**src/rtl/ssram_port_arbiter.sv**
```systemverilog
// ---------------------------------------------------------------------------
// ssram_port_arbiter
//
// Shares one SSRAM-style target request/response port between two masters:
// M0 (instruction fetch) and M1 (load/store). One request is granted per
// cycle, either round-robin or with M1 winning every tie. The owner of each
// accepted read is pushed into an in-order tag FIFO so that read responses,
// which the target returns in issue order, are routed back to the master
// that issued them. Writes never produce a response and bypass the FIFO.
//
// Ports:
//   clk_i, resetb_i, clk_en_i        clock, async active-low reset, enable
//   mX_req*                          master X request channel (valid/ready,
//                                    write flag, address, write data)
//   mX_rsp*                          master X response channel
//   treq* / trsp*                    shared target request/response channel
//   err_o                            sticky: response arrived with no
//                                    outstanding read (cleared by reset only)
// ---------------------------------------------------------------------------
module ssram_port_arbiter #(
  parameter int C_MAX_OUTSTANDING = 4,
  parameter bit C_FIXED_PRIORITY  = 1'b0
) (
  input  logic        clk_i,
  input  logic        resetb_i,
  input  logic        clk_en_i,
  // master 0
  output logic        m0_reqready_o,
  input  logic        m0_reqvalid_i,
  input  logic        m0_reqdvalid_i,
  input  logic [31:0] m0_reqaddr_i,
  input  logic [31:0] m0_reqdata_i,
  input  logic        m0_rspready_i,
  output logic        m0_rspvalid_o,
  output logic [31:0] m0_rspdata_o,
  // master 1
  output logic        m1_reqready_o,
  input  logic        m1_reqvalid_i,
  input  logic        m1_reqdvalid_i,
  input  logic [31:0] m1_reqaddr_i,
  input  logic [31:0] m1_reqdata_i,
  input  logic        m1_rspready_i,
  output logic        m1_rspvalid_o,
  output logic [31:0] m1_rspdata_o,
  // target
  input  logic        treqready_i,
  output logic        treqvalid_o,
  output logic        treqdvalid_o,
  output logic [31:0] treqaddr_o,
  output logic [31:0] treqdata_o,
  output logic        trspready_o,
  input  logic        trspvalid_i,
  input  logic [31:0] trspdata_i,
  output logic        err_o
);

  localparam int AW = (C_MAX_OUTSTANDING > 1) ? $clog2(C_MAX_OUTSTANDING) : 1;
  localparam int CW = $clog2(C_MAX_OUTSTANDING + 1);

  // Per-master views so the per-master logic can be generated uniformly
  logic [1:0]  req_valid;
  logic [1:0]  req_write;
  logic [31:0] req_addr [2];
  logic [31:0] req_data [2];
  logic [1:0]  rsp_ready;
  logic [1:0]  eligible;
  logic [1:0]  rsp_valid;

  assign req_valid   = {m1_reqvalid_i, m0_reqvalid_i};
  assign req_write   = {m1_reqdvalid_i, m0_reqdvalid_i};
  assign req_addr[0] = m0_reqaddr_i;
  assign req_addr[1] = m1_reqaddr_i;
  assign req_data[0] = m0_reqdata_i;
  assign req_data[1] = m1_reqdata_i;
  assign rsp_ready   = {m1_rspready_i, m0_rspready_i};

  // State
  logic [CW-1:0] count_reg, count_next;
  logic [AW-1:0] wr_ptr_reg, wr_ptr_next;
  logic [AW-1:0] rd_ptr_reg, rd_ptr_next;
  logic          last_grant_reg, last_grant_next;
  logic          err_reg, err_next;
  logic          tag_mem [C_MAX_OUTSTANDING];

  logic fifo_empty;
  logic fifo_full;
  logic head_id;
  logic grant_valid;
  logic grant_id;
  logic accept;
  logic push;
  logic pop;
  logic stray;

  assign fifo_empty = (count_reg == '0);
  // Uses the registered count: a pop in the same cycle does not free a slot
  // for a read until the next cycle.
  assign fifo_full  = (count_reg == CW'(C_MAX_OUTSTANDING));
  assign head_id    = tag_mem[rd_ptr_reg];

  genvar gi;
  generate
    for (gi = 0; gi < 2; gi++) begin : g_master
      assign eligible[gi]  = req_valid[gi] & (req_write[gi] | ~fifo_full);
      assign rsp_valid[gi] = trspvalid_i & ~fifo_empty & (head_id == 1'(gi));
    end
  endgenerate

  // Grant selection
  always_comb begin
    grant_valid = 1'b0;
    grant_id    = 1'b0;
    case (eligible)
      2'b01: begin
        grant_valid = 1'b1;
        grant_id    = 1'b0;
      end
      2'b10: begin
        grant_valid = 1'b1;
        grant_id    = 1'b1;
      end
      2'b11: begin
        grant_valid = 1'b1;
        grant_id    = C_FIXED_PRIORITY ? 1'b1 : ~last_grant_reg;
      end
      default: begin
        grant_valid = 1'b0;
        grant_id    = 1'b0;
      end
    endcase
  end

  // Request mux: all-zero when idle
  assign treqvalid_o   = grant_valid;
  assign treqdvalid_o  = grant_valid & req_write[grant_id];
  assign treqaddr_o    = grant_valid ? req_addr[grant_id] : 32'd0;
  assign treqdata_o    = grant_valid ? req_data[grant_id] : 32'd0;
  assign m0_reqready_o = grant_valid & (grant_id == 1'b0) & treqready_i;
  assign m1_reqready_o = grant_valid & (grant_id == 1'b1) & treqready_i;

  // Response routing; with nothing outstanding the target is drained
  assign trspready_o   = fifo_empty | rsp_ready[head_id];
  assign m0_rspvalid_o = rsp_valid[0];
  assign m1_rspvalid_o = rsp_valid[1];
  assign m0_rspdata_o  = trspdata_i;
  assign m1_rspdata_o  = trspdata_i;
  assign err_o         = err_reg;

  assign accept = grant_valid & treqready_i & clk_en_i;
  assign push   = accept & ~req_write[grant_id];
  assign pop    = trspvalid_i & trspready_o & ~fifo_empty & clk_en_i;
  assign stray  = trspvalid_i & fifo_empty & clk_en_i;

  always_comb begin
    count_next      = count_reg;
    wr_ptr_next     = wr_ptr_reg;
    rd_ptr_next     = rd_ptr_reg;
    last_grant_next = last_grant_reg;
    err_next        = err_reg;
    if (accept) begin
      last_grant_next = grant_id;
    end
    if (push) begin
      wr_ptr_next = wr_ptr_reg + 1'b1;
    end
    if (pop) begin
      rd_ptr_next = rd_ptr_reg + 1'b1;
    end
    if (push && !pop) begin
      count_next = count_reg + 1'b1;
    end else if (pop && !push) begin
      count_next = count_reg - 1'b1;
    end
    if (stray) begin
      err_next = 1'b1;
    end
  end

  always_ff @(posedge clk_i or negedge resetb_i) begin
    if (!resetb_i) begin
      count_reg      <= '0;
      wr_ptr_reg     <= '0;
      rd_ptr_reg     <= '0;
      last_grant_reg <= 1'b1;  // M0 wins the first tie
      err_reg        <= 1'b0;
    end else begin
      count_reg      <= count_next;
      wr_ptr_reg     <= wr_ptr_next;
      rd_ptr_reg     <= rd_ptr_next;
      last_grant_reg <= last_grant_next;
      err_reg        <= err_next;
    end
  end

  // Tag storage needs no reset: the head is only looked at when non-empty
  always_ff @(posedge clk_i) begin
    if (push) begin
      tag_mem[wr_ptr_reg] <= grant_id;
    end
  end

endmodule

```
**config.mk**
```make
export PLATFORM = sky130hd
export DESIGN_NAME = ssram_port_arbiter
export DESIGN_NICKNAME = d
export VERILOG_FILES = /design/src/rtl/ssram_port_arbiter.sv
export SDC_FILE = /design/constraint.sdc
export NUM_CORES = 1
export LEC_CHECK = 0
export ABC_AREA = 1
export CORE_AREA = 2 2 119 121
export DETAILED_ROUTE_END_ITERATION = 8
export DIE_AREA = 0 0 121 123
export SETUP_SLACK_MARGIN = 0.05
export SYNTH_ARGS = -nofsm -noshare
export SYNTH_HDL_FRONTEND = slang
export SYNTH_SLANG_ARGS = --single-unit
```
**constraint.sdc**
```tcl
create_clock -name clk_i -period 2.8 [get_ports clk_i]
set_input_delay 0.42 -clock clk_i [delete_from_list [all_inputs] [get_ports clk_i]]
set_output_delay 0.42 -clock clk_i [all_outputs]
set_load 0.02 [all_outputs]
```
# Word-level counts from Yosys, hierarchy flattened
# Memories as Yosys holds them, arrays and structs flattened.
# Index checks and enable logic that the tools add are counted.
[word_totals]
elab_cells = 70
ff_bits = 9
latchBits = 0
ram_bits = 4
memories = 1
rom_bits = 0
[op_classes]
n_div = 0
n_addsub = 4
n_bitwise = 28
n_mux = 18
shift = 0
n_reduce_logical = 7
mul = 0
magnitude_cmp = 3
n_eq_ne = 4
[mem_list]
columns = ["name", "words", "word_bits", "read_ports", "rd_clocked_by_memory_dff", "write_ports", "line_no", "rtl"]
rows = [
  ["tag_mem", 4, 1, 1, 0, 1, "83", "logic tag_mem [C_MAX_OUTSTANDING];"],
]
[ops]
columns = ["operator", "count"]
rows = [
  ["32-bit two-way mux", 8],
  ["1-bit AND", 18],
  ["1-bit two-way mux", 7],
  ["3-bit two-way mux", 2],
  ["1-bit inverter", 6],
  ["2-bit by 1-bit adder with 2-bit output (second input constant)", 2],
  ["2-bit == test (second input constant)", 2],
  ["1-bit by 2-bit less-than comparator with 1-bit output (second input constant)", 2],
  ["3-bit by 1-bit adder with 3-bit output (second input constant)", 1],
  ["3-bit == test (second input constant)", 1],
  ["3-bit logical NOT", 1],
  ["1-bit bitwise OR", 3],
  ["3-bit OR reduction", 1],
  ["3-bit by 1-bit subtractor with 3-bit output (second input constant)", 1],
  ["2-bit by 1-bit == test with 1-bit output (second input constant)", 1],
  ["2-bit >= comparator (second input constant)", 1],
  ["1-bit logical AND", 2],
  ["1-bit logical NOT", 2],
  ["1-bit inverter with 2-bit output", 1],
  ["1-bit case mux with 2 select lines", 1],
  ["2-bit nonzero test", 1],
]

# Depth between registers and ports, before layout
[logic_depth]
ltp_word = 14
mapped_depth = 15
ltp_nobuf = 15

# Worst setup path before layout
# OpenSTA, ideal clock, no wires.
[synth_path]
path_type = "register -> register"
from = "register count_reg[0]"
to = "register count_reg[1]"
path_stages_with_launch = 13
synth_period_minus_slack_ns = 2.198
t_arrival_ns = 2.073
setup_ns = 0.125
path_buffers = 0
slack_ns = 0.602
path_cell_list = "dfrtp_1 nor2_2 nand3_1 nand2_2 inv_2 nand2_2 nand2_1 nand3_1 inv_1 ha_1 inv_1 fa_1 mux2_2"
[synth_via]
elab_cells_between_ends = 33
cone_classes = "add/sub: 2; eq/ne: 4; mux: 6; bitwise: 14; reduce/logical: 7"
[synth_rtl]
columns = ["element", "line_no", "rtl"]
rows = [
  ["from (decl)", "78", "logic [CW-1:0] count_reg, count_next;"],
  ["from (signal assigned)", "187", "count_reg <= count_next;"],
  ["3-bit == test *", "98", "assign fifo_full = (count_reg == CW'(C_MAX_OUTSTANDING));"],
  ["1-bit inverter *", "104", "assign eligible[gi] = req_valid[gi] & (req_write[gi] | ~fifo_full);"],
  ["1-bit bitwise OR", "104", ""],
  ["1-bit AND", "104", ""],
  ["2-bit == test or 2-bit by 1-bit == test with 1-bit output (tied branches)", "113", "case (eligible)"],
  ["3-bit OR reduction (no source line) or 1-bit case mux with 2 select lines (tied branches)", "n/a", ""],
  ["1-bit two-way mux, on equally long branches", "113, 150", ""],
  ["1-bit AND or 1-bit two-way mux (tied branches)", "149, 150", ""],
  ["1-bit AND or 1-bit inverter (tied branches)", "149, 150", ""],
  ["1-bit AND *", "150", "assign push = accept & ~req_write[grant_id];"],
  ["named net push", "91", "logic push;"],
  ["1-bit logical AND *", "169", "if (push && !pop) begin"],
  ["3-bit two-way mux *", "169", ""],
  ["named net count_next[1]", "78", ""],
]
# Mark *: on every way through the listed nets, which the timed path passes. The rest lies on a longest branch. The select of a mux whose other input is x is not followed.
# A chain may end at the register's enable or synchronous reset.

# Final worst setup path
[layout_path]
from = "input port m1_reqdvalid_i"
to = "output port treqvalid_o"
[layout_via]
elab_chain_cells = 5
elab_cells_between_ends = 7
cone_classes = "eq/ne: 3; mux: 1; bitwise: 2; reduce/logical: 1"
[layout_lines]
columns = ["element", "line_no", "rtl"]
rows = [
  ["from (decl)", "39", "input logic m1_reqdvalid_i,"],
  ["1-bit bitwise OR *", "104", ""],
  ["1-bit AND *", "104", ""],
  ["2-bit == test or 2-bit by 1-bit == test with 1-bit output (tied branches)", "113", ""],
  ["3-bit OR reduction (no source line) *", "n/a", ""],
  ["1-bit two-way mux *", "113", ""],
  ["to (decl)", "47", "output logic treqvalid_o,"],
]
# Mark *: on every way between the ends. The rest lies on a longest branch, timed or not.

==> impl_metrics.py <==
metrics = {
    "logic_synthesis": {
        "yosys.cell_types.count": 24,
        "synthCells": 378,
        "synth-seq-cells": 13,
        "synth_top_cell_by_area": "nand2_1",
        "yosysSeqAreaShare_pct": 15.7,
        "syn_avg_cell_area_um2": 5.84,
        "synth_area_um2": 2210,
        "yosys-top-cells-area": "nand2_1, buf_4, nand3_1",
        "synth_top_area_share_pct": 26.5,
        "synth_warnings": 0,
        "syn-num-nets": 555,
    },
    "die": {
        "die_y_um": 123,
        "chipWidth_um": 121,
        "io-pin-count": 307,
        "rows": 43,
        "core_area_um2": 13600,
        "start_util_pct": 16.2,
        "dieArea_um2": 14900,
    },
    "status": {
        "outcome": "complete, no violations",
    },
    "sta": {
        "final_max_slew_viol_count": 0,
        "skew_ns": 0.00156,
        "setup_slack_ns": 0.185,
        "fin_crit_sh_pct": 93.4,
        "hold_viol": 0,
        "timing.fmax_ghz": 0.382,
        "min_period_ns": 2.61,
        "hold_slack_ns": 0.471,
        "maxSlewHeadroom_pct": 71.0,
        "setup_viol": 0,
        "worst_pin_slew_ns": 0.434,
        "rsz0062_at_grt": "false",
    },
    "flow_run": {
        "maxCapViolations": 0,
    },
    "clock_tree": {
        "cts_tree": "yes",
        "root_buffer": "clkbuf_16",
        "clk_path_buf_depth": 2,
        "postCtsSetupRepairBufs": 0,
        "cts_buffers": 3,
        "cts.sinks": 13,
        "htreeDepth": 1,
        "clock_latency_ns": 0.24,
        "cts_hold_buf": 0,
        "path_clk_slew_ns": 0.04,
    },
    "routing": {
        "viasPerCell": 4.06,
        "drtAntennaViolNets": 0,
        "drc": 0,
        "wl_per_cell_um": 12.9,
        "initialDrtViolationCount": 74,
        "num_vias": 2847,
        "first_pass_iters": 6,
        "drt-total-wl_um": 9020,
    },
    "place": {
        "gp_congestion": 0.804,
        "dpl_cell_area_um2": 4110,
        "port_buffers": 210,
        "dp_cells": 698,
        "dp_slack_ns": -0.0633,
        "hpwlAfterDp_um": 7500,
    },
    "worst_setup_path": {
        "start_kind": "input pin",
        "cp_max_fo": 27,
        "cp_data_required_time_ns": 2.38,
        "cp-end-kind": "primary output",
        "path_class": "input pin to primary output",
        "cp.arrival_ns": 2.19,
    },
    "cells_and_area": {
        "drive_gt1_share_pct": 5.36,
        "diodes": 0,
        "final_cell_mix": "nand2_1, clkdlybuf4s50_1, nand3_1",
        "largest_reg_flops": 4,
        "final_common_cell": "nand2_1",
        "instances_no_fill": 702,
        "stdcell_area_um2": 4110,
        "fin_nets": 700,
        "syn2layout_area_growth_pct": 86.3,
    },
    "worst_hold_path": {
        "min_path_type": "flip-flop to flip-flop",
    },
    "global_route": {
        "gr-total-overflow": 0,
        "grt_pass1_vias": 2693,
        "grt_start_max_net_pins": 43,
        "antenna_found_initial": 0,
        "grt_pass1_wl_um": 13100,
        "grtUsageTotal_pct": 10.9,
    },
    "power_and_ir_drop": {
        "ir_drop_mv": 0.248,
        "leakage_nw": 2.07,
        "p_per_area_nw_per_um2": 569,
    },
}
area by class of cell:
cell class / count / area [um2]
Timing Repair Buffer: 225 / 2200
Tap cell: 180 / 225
Inverter: 18 / 67.6
Fill cell: 1469 / 9500
Sequential cell: 13 / 347
Clock buffer: 4 / 78.8
Multi-Input combinational cell: 262 / 1190
cell families (layout without fill, tap and decap cells):
group,count (synthesis),count (layout),share of synthesized area (%)
AND/OR/NAND/NOR,248,248,47.3
buffers and inverters,103,247,30.4
flip-flops,13,13,15.7
adder cells (fa/ha/maj),6,6,3.74
AO/OA/AOI/OAI,4,4,1.19
XOR/XNOR,3,3,1.19
multiplexers,1,1,0.510
worst max-delay path, cell delays in order:
cell	delay [ns]
clkdlybuf4s50_1	0.49
inv_1	0.07
nand3_1	0.09
nand2_2	0.06
buf_4	0.14
nand2_2	0.10
buf_12	0.18
clkdlybuf4s50_1	0.62
metrics by stage:
step	setup TNS [ns]	util [%]	power, mW
3_3_place_gp	-0.0279	30.2	2.23
5_1_grt	0	30.2	2.53
4_1_cts	0	30.2	2.37
2_1_floorplan	0	-	1.44
6_report	0	30.2	2.34
3_5_place_dp	-0.432	30.2	2.26
routing by layer:
| metal | wire [um] | global-route usage (%) |
|---|---|---|
| met4 | 312 | 5.09 |
| met5 | 0 | 0 |
| met3 | 880 | 3.14 |
| met2 | 4350 | 19.2 |
| met1 | 3480 | 12.1 |
what timing repair did:
action	in CTS	in global routing
gates resized for setup	66	1
setup endpoints to repair	66	1
hold endpoints to repair	0	0
cells in the mapped netlist, drive strengths merged:
library cell,count
nor2,12
fa,1
nand3,76
clkbuf,1
dfstp,1
buf,84
ha,5
mux2,1
inv,18
edfxtp,4
nand2,158
o21bai,1
dfrtp,8
xnor2,1
a21oi,3
xor2,2
nand4,2
worst paths after layout:
check                           cells after the start      startpoint  slack, ns        endpoint
worst max-delay path                                8  m1_reqdvalid_i       0.19     treqvalid_o
worst min-delay path                                1           err_o       0.47           err_o
worst max register to register                     13    count_reg[0]       0.37    count_reg[1]
worst min register to register                      1           err_o       0.47           err_o
max in group asynchronous                           1        resetb_i       1.98  last_grant_reg
min in group asynchronous                           1        resetb_i       0.49           err_o
report_power, final:
| group | total (mW) | switching, mW | internal, mW |
|---|---|---|---|
| combinational | 1.74 | 0.985 | 0.753 |
| sequential | 0.332 | 0.0644 | 0.268 |
| clock | 0.270 | 0.0780 | 0.192 |
| total | 2.34 | 1.13 | 1.21 |
No activity file was read; power rests on OpenSTA's default activity.
